**src/rtl/switch_egress_rx.sv**
```systemverilog
// switch_egress_rx: captures one switch output port, checks routing, queues good packets and keeps stats
module switch_egress_rx #(
    parameter int PORT_ID = 0,
    parameter int DATA_W  = 8,
    parameter int DEPTH   = 8,
    parameter int CNT_W   = 16
) (
    input  logic                 clk,
    input  logic                 rst,
    input  logic                 valid_out,
    input  logic [3:0]           source_out,
    input  logic [3:0]           target_out,
    input  logic [DATA_W-1:0]    data_out,
    output logic                 rd_valid,
    input  logic                 rd_ready,
    output logic [1:0]           rd_source,
    output logic [DATA_W-1:0]    rd_data,
    output logic [4*CNT_W-1:0]   rx_count,
    output logic [CNT_W-1:0]     err_count,
    output logic [CNT_W-1:0]     ovf_count,
    input  logic                 clr_stats
);
    localparam int AW = $clog2(DEPTH);
    localparam int PW = AW + 1;

    logic                    cap_v_q;
    logic [3:0]              cap_src_q, cap_tgt_q;
    logic [DATA_W-1:0]       cap_data_q;
    logic [PW-1:0]           wp_q, rp_q;
    logic [DATA_W+1:0]       mem_q [DEPTH];
    logic [3:0][CNT_W-1:0]   rx_q;
    logic [CNT_W-1:0]        err_q, ovf_q;
    logic [1:0]              src_enc;
    logic                    ok, full, empty, push, pop;

    function automatic logic [CNT_W-1:0] sat_inc(input logic [CNT_W-1:0] c, input logic en);
        return (en && c != '1) ? c + CNT_W'(1) : c;
    endfunction

    assign src_enc = {cap_src_q[3] | cap_src_q[2], cap_src_q[3] | cap_src_q[1]};
    assign ok      = cap_tgt_q[PORT_ID] && $countones(cap_src_q) == 1;
    assign full    = wp_q[AW] != rp_q[AW] && wp_q[AW-1:0] == rp_q[AW-1:0];
    assign empty   = wp_q == rp_q;
    assign push    = cap_v_q && ok && !full;
    assign pop     = !empty && rd_ready;

    assign rd_valid              = !empty;
    assign {rd_source, rd_data}  = mem_q[rp_q[AW-1:0]];
    assign rx_count              = rx_q;
    assign err_count             = err_q;
    assign ovf_count             = ovf_q;

    always_ff @(posedge clk) begin
        if (rst) begin
            cap_v_q <= 1'b0;
        end else begin
            cap_v_q <= valid_out;
            if (valid_out) {cap_src_q, cap_tgt_q, cap_data_q} <= {source_out, target_out, data_out};
        end
    end

    always_ff @(posedge clk) begin
        if (rst) begin
            wp_q <= '0;
            rp_q <= '0;
        end else begin
            wp_q <= wp_q + PW'(push);
            rp_q <= rp_q + PW'(pop);
        end
    end

    always_ff @(posedge clk) begin
        if (push) mem_q[wp_q[AW-1:0]] <= {src_enc, cap_data_q};
    end

    // full is judged on start-of-cycle occupancy, so a same-cycle pop never rescues a push
    always_ff @(posedge clk) begin
        if (rst || clr_stats) begin
            rx_q  <= '0;
            err_q <= '0;
            ovf_q <= '0;
        end else begin
            for (int s = 0; s < 4; s++) rx_q[s] <= sat_inc(rx_q[s], push && src_enc == 2'(s));
            err_q <= sat_inc(err_q, cap_v_q && !ok);
            ovf_q <= sat_inc(ovf_q, cap_v_q && ok && full);
        end
    end
endmodule

```
**config.mk**
```make
export PLATFORM = sky130hd
export DESIGN_NAME = switch_egress_rx
export DESIGN_NICKNAME = d
export VERILOG_FILES = /design/src/rtl/switch_egress_rx.sv
export SDC_FILE = /design/constraint.sdc
export NUM_CORES = 1
export LEC_CHECK = 0
export BUFFER_PORTS_ARGS = -buffer_cell sky130_fd_sc_hd__buf_4
export CAP_MARGIN = 25
export CORE_UTILIZATION = 55
export CTS_CLUSTER_DIAMETER = 80
export CTS_CLUSTER_SIZE = 28
export DETAILED_ROUTE_END_ITERATION = 7
export PLACE_DENSITY = 0.86
export SLEW_MARGIN = 25
export SYNTH_ARGS = -nofsm -noshare
export SYNTH_HDL_FRONTEND = slang
export SYNTH_SLANG_ARGS = --single-unit
```
**constraint.sdc**
```tcl
create_clock -name clk -period 6.9 [get_ports clk]
set_clock_uncertainty 0.05 [all_clocks]
set_input_delay 0.69 -clock clk [delete_from_list [all_inputs] [get_ports clk]]
set_output_delay 0.69 -clock clk [all_outputs]
set_load 0.1 [all_outputs]
```
# --- Word-level counts from Yosys, hierarchy flattened ---
# Memories as Yosys holds them, arrays and structs flattened. A register that Yosys moved wholly into a read port is not among the register bits.
# Cells that the tools add are included.
totals:
  out_inout_bits: 107
  ramBits: 80
  in_bits: 21
  regBits: 118
  n_memories: 1
  word_cells: 66
mem_list:
  columns: ["memory", "depth", "width", "rd", "rd_clocked_by_memory_dff", "wr", "line_no", "rtl"]
  rows:
  - ["mem_q", 8, 10, 1, 1, 1, "30", "logic [DATA_W+1:0] mem_q [DEPTH];"]
classes:
  eq_ne: 13
  n_mux: 3
  reduce_logical: 23
  n_addsub: 11
  bitwise: 3
op_table:
  columns: ["cell", "count"]
  rows:
  - ["$add A16 B1 Y16 const B", 6]
  - ["$ne A16 B16 Y1 const B", 6]
  - ["$logic_and A1 B1 Y1", 17]
  - ["$add A4 B1 Y4", 2]
  - ["$add A1 B1 Y2", 2]
  - ["$eq A2 B2 Y1 const B", 2]
  - ["$eq A4 B4 Y1", 1]
  - ["$add A2 B2 Y3", 1]
  - ["$eq A3 B1 Y1 const B", 1]
  - ["$eq A3 B3 Y1", 1]
  - ["$logic_not A1 Y1", 3]
  - ["$mux W3", 1]
  - ["$eq A2 B1 Y1 const B", 1]
  - ["$logic_not A2 Y1", 1]
  - ["$mux W1", 2]
  - ["$or A1 B1 Y1", 2]
  - ["$reduce_and A2 Y1", 1]
  - ["$logic_or A1 B1 Y1", 1]
  - ["$ne A1 B1 Y1", 1]
  - ["$not A1 Y1", 1]

# --- Logic depth before layout (Yosys ltp) ---
depth:
  depth_word: 8
  mapped_depth: 13
  depth_no_buf: 13

# --- Least setup slack after synthesis ---
# No wires, ideal clock.
synth_timing:
  path_kind: "register to register"
  start: "register cap_src_q[1]"
  end: "memory mem_q[0][0] (netlist bit), enable pin"
  path_stages_with_launch: 10
  setup_ns: 0.404
  required_time_ns: 6.446
  slack_ns: 3.463
  path_buffers: 0
  t_arrival_ns: 2.983
  synth_period_minus_slack_ns: 3.437
  path_cell_list: "edfxtp_1 -> inv_1 -> fa_1 -> inv_1 -> ha_1 -> ha_1 -> and4bb_2 -> and2_1 -> nand2_1 -> nor4_1"
synth_via:
  elab_chain_cells: 8
synth_lines:
  columns: ["element", "line_no", "rtl"]
  rows:
  - ["start, declared", "27", "logic [3:0] cap_src_q, cap_tgt_q;"]
  - ["start signal, assigned", "58", "if (valid_out) {cap_src_q, cap_tgt_q, cap_data_q} <= {source_out, target_out, data_out};"]
  - ["$add A1 B1 Y2 (implied by the code)", "41", "assign ok = cap_tgt_q[PORT_ID] && $countones(cap_src_q) == 1;"]
  - ["$add A2 B2 Y3 (implied by the code)", "41", null]
  - ["$eq A3 B1 Y1", "41", null]
  - ["$logic_and A1 B1 Y1", "41", null]
  - ["$logic_and A1 B1 Y1 (2 in a row)", "44", "assign push = cap_v_q && ok && !full;"]
  - ["$mux W1", "73", "if (push) mem_q[wp_q[AW-1:0]] <= {src_enc, cap_data_q};"]
  - ["$mux W1 (implied by the code)", "73", null]
  - ["end, declared", "30", null]
# No other way between the ends.

# --- Final worst setup path ---
layout_timing:
  start: "register cap_src_q[1]"
  end: "register rx_q, in the netlist rx_count[15]"
layout_via:
  elab_chain_cells: 8
layout_lines:
  columns: ["element", "line_no", "rtl"]
  rows:
  - ["$add A1 B1 Y2 (implied by the code)", "41", null]
  - ["$add A2 B2 Y3 (implied by the code)", "41", null]
  - ["$eq A3 B1 Y1", "41", null]
  - ["$logic_and A1 B1 Y1", "41", null]
  - ["$logic_and A1 B1 Y1 (2 in a row)", "44", null]
  - ["$logic_and A1 B1 Y1 *", "83", "for (int s = 0; s < 4; s++) rx_q[s] <= sat_inc(rx_q[s], push && src_enc == 2'(s));"]
  - ["$logic_and A1 B1 Y1 *", "37", "return (en && c != '1) ? c + CNT_W'(1) : c;"]
  - ["end signal, assigned", "79", "rx_q <= '0;"]
  - ["end, declared", "31", "logic [3:0][CNT_W-1:0] rx_q;"]
# Every way passes the cells marked *; elsewhere a longest branch is shown, timed or not.
# A chain may end at the register's enable or synchronous reset.

==> results by group <==
Worst setup path
  • Register-to-register setup slack: 3000 ps
  • Type of the worst setup path: reg -> reg
  • Worst Path Max Fanout: 12
  • Startpoint Class: flip-flop
  • CP Data Required Time: 7210 ps
  • CP Capture Type: flip-flop
  • CP Data Arrival Time: 4200 ps

Power and ir drop
  • Switching Share: 23.3%
  • Clock share of power: 41.9%
  • Cell-internal power: 1.78 mW
  • Share of power burned in registers: 53.7%
  • Comb pwr share: 4.4%
  • Switching pwr: 542 uW
  • Static leakage: 3.65 nW
  • Power density over the cells: 229 nW/um2
  • Worst VDD drop: 0.000185 V

Clock tree
  • H-tree levels: 4
  • TritonCTS Buffers: 17
  • CTS tree: built
  • Clk root buf: clkbuf_16
  • CTS hold repair buffers: 0
  • Worst-path clk slew: 70 ps
  • CTS max path bufs: 2
  • Setup Buffers After CTS: 0
  • Clock latency on the worst-skew pair: 430 ps
  • # resized after CTS: 0
  • CTS Sinks: 198

Timing
  • Finish-stage setup viols: 0
  • RSZ-0062 raised after global routing: no
  • Setup_tns: 0 ps
  • Fin. max-slew vios: 0
  • Final hold vios: 0
  • Worst setup slack after layout: 3000 ps
  • Final period util: 56.5%
  • Post-layout min period: 3900 ps
  • Measured slew at the worst slew-check pin: 1020 ps
  • Fmax: 257 MHz
  • Max_slew headroom: 31.8%

Layout
  • Fill cell count: 1071
  • Synth-to-Final Area Change: 20.4%
  • Most common cell after layout, fill and taps aside: buf_4
  • Most frequent cells in the layout: buf_4, dfxtp_1, nor2_1, edfxtp_1, xor2_1
  • Area occupied by multi-input gates: 3440 um2
  • Share of layout cells above drive strength 1: 24.8%
  • Net count, final: 879
  • Flip-flop and latch area: 4900 um2
  • Inserted Diodes: 0

Synth
  • Yosys reg bits: 198
  • Distinct cells, synth: 54
  • Adder and majority gate portion of the synthesized area: 2.01%
  • Ys flop type: dfxtp_1
  • Xor/xnor share of the synthesized area: 8.37%
  • Synthesized cell area: 8450 um2
  • Mux share of post-synthesis cell area: 7.26%
  • FFs w/ async S/R, synth: 0%
  • Avg Inst Size Synth: 11.7 um2
  • Gate Count Post-Synth: 723
  • Post-synthesis sequential area ratio: 57.9%
  • Compound-Gate Fraction of Synth Area: 2.53%
  • Synth warn: 0
  • Mapped Nets: 757
  • Main combinational cell family by area after synthesis: simple AND/OR/NAND/NOR gates
  • Simple-Gate Fraction of Synth Area: 20.0%
  • EDFF count, synth: 93

GRT
  • GR Util All Layers: 23.6%
  • First-pass GRT wire length: 29.0 mm
  • Pin count of the biggest net entering global routing: 61
  • Total congestion overflow: 0
  • Antenna violations before repair: 0
  • Number of global-route vias before repair: 5627

Drt
  • Drt pass-1 iters: 6
  • DR vias/cell: 5.74
  • Final wirelength: 18.1 mm
  • DRC violations left: 0
  • DR iter-0 viols: 373
  • Wire per inst: 17.4 um
  • Final ANT Viol Nets: 0
  • Routed via count: 5979

Floorplanning
  • Initial cell density of the core: 57.3%
  • Chip Width: 126 um
  • # IOs: 128
  • Chip Height: 126 um
  • Site Rows: 44
  • Die ar.: 15900 um2
  • Core Area: 14800 um2

Place
  • Port bufs: 124
  • RD Place Congestion: 0.851
  • Post-Place Worst Slack: 2980 ps
  • DP HPWL: 12.0 mm

Hold path
  • Hold crit path type: in -> reg

Run
  • Max-Cap Viols: 0

Run status
  • Status: finished, final reports clean
[path summary, 6_finish.rpt]
kind                                  start                        end  cells after the start
hold / removal                  data_out[2]    cap_data_q[2]$_DFFE_PP_                      1
setup reg to reg     cap_src_q[1]$_DFFE_PP_  rx_count[15]$_SDFFE_PP0P_                     11
setup / recovery     cap_src_q[1]$_DFFE_PP_  rx_count[15]$_SDFFE_PP0P_                     11
hold reg to reg   rx_count[17]$_SDFFE_PP0P_  rx_count[17]$_SDFFE_PP0P_                      2
[metrics by stage]
step / power, mW / cell area (um2) / util (%) / hold WS (ps) / cells
6_report: 2.33 / 10200 / 69.0 / 382 / 1042
5_1_grt: 2.40 / 10200 / 69.0 / 359 / 1042
4_1_cts: 2.34 / 10200 / 68.9 / 363 / 1042
3_5_place_dp: 1.38 / 9580 / 64.9 / 441 / 1010
3_3_place_gp: 1.38 / 9570 / 64.8 / 433 / 1010
2_1_floorplan: 1.35 / 8450 / - / 449 / 723
[critical path, stage by stage, from the launching register on]
cell and delay, ps:
edfxtp_1 380, inv_1 70, fa_1 500, inv_1 40, ha_1 170, ha_1 270
and4bb_2 360, nand2_1 280, nor4_4 730, nand4_2 360, or4_1 480, a21oi_1 140
[routing by layer]
metal / GRT usage (%) / vias to the layer above / routed length (um)
li1: - / 2861 / -
met1: 29.0 / 2917 / 7730
met2: 39.8 / 174 / 8820
met3: 7.22 / 27 / 1200
met4: 7.80 / 0 / 356
met5: 0 / - / 0
[area by class of cell]
| class | count | share of cell area, % |
|---|---|---|
| Sequential cell | 198 | 48.1 |
| Inverter | 16 | 0.590 |
| Timing Repair Buffer | 128 | 9.44 |
| Clock buffer | 17 | 4.18 |
| Multi-Input combinational cell | 484 | 33.8 |
| Tap cell | 184 | 2.26 |
| Clock inverter | 15 | 1.56 |
[cells in the mapped netlist, drive strengths merged, types with 2 or more instances]
| cell type | n | share of area [%] |
|---|---|---|
| and4 | 6 | 0.62 |
| xnor2 | 33 | 3.4 |
| nor2b | 6 | 0.44 |
| nor3 | 19 | 1.1 |
| and2 | 6 | 0.44 |
| and3 | 22 | 1.6 |
| o31ai | 2 | 0.18 |
| nand2b | 2 | 0.15 |
| nor4 | 14 | 1.4 |
| or2 | 3 | 0.22 |
| or4 | 4 | 0.36 |
| a21oi | 13 | 0.77 |
| nor3b | 2 | 0.18 |
| xor2 | 46 | 4.9 |
| nand3 | 41 | 2.5 |
| nor4b | 4 | 0.59 |
| o21ai | 11 | 0.65 |
| mux4 | 20 | 5.3 |
| or3 | 11 | 0.81 |
| nand4 | 37 | 2.8 |
| ha | 12 | 1.8 |
| edfxtp | 93 | 33 |
| nand2 | 40 | 1.8 |
| a211oi | 2 | 0.24 |
| mux2i | 5 | 0.59 |
| mux2 | 10 | 1.3 |
| dfxtp | 105 | 25 |
| buf | 5 | 0.28 |
| inv | 16 | 0.71 |
| nor2 | 101 | 4.5 |
| clkbuf | 20 | 0.90 |
[sequential cells by signal (all words and copies together) (netlist names)]
| register | cells |
|---|---|
| wp_q | 4 |
| cap_v_q | 1 |
| mem_q | 80 |
| err_count | 16 |
| cap_src_q | 4 |
| cap_data_q | 8 |
| rx_count | 64 |
| rp_q | 4 |
| cap_tgt_q | 1 |
| ovf_count | 16 |
[power by group through the flow]
stage / clock, mW / sequential [mW] / combinational (mW)
3_3_place_gp: 0 / 1.27 / 0.101
4_1_cts: 0.989 / 1.25 / 0.104
2_1_floorplan: 0 / 1.27 / 0.0737
5_1_grt: 1.04 / 1.25 / 0.110
3_5_place_dp: 0 / 1.28 / 0.103
6_report: 0.973 / 1.25 / 0.103
[logic make-up (layout without fill, tap and decap cells)]
group                      after synthesis  in the layout
buffers and inverters                   41            176
adders and majority gates               13             13
AOI/OAI and AO/OA                       35             35
DFF                                    198            198
muxes                                   35             35
xor gates and xnor gates                79             79
and+or+nand+nor                        322            322
No activity file was read; power rests on OpenSTA's default activity.
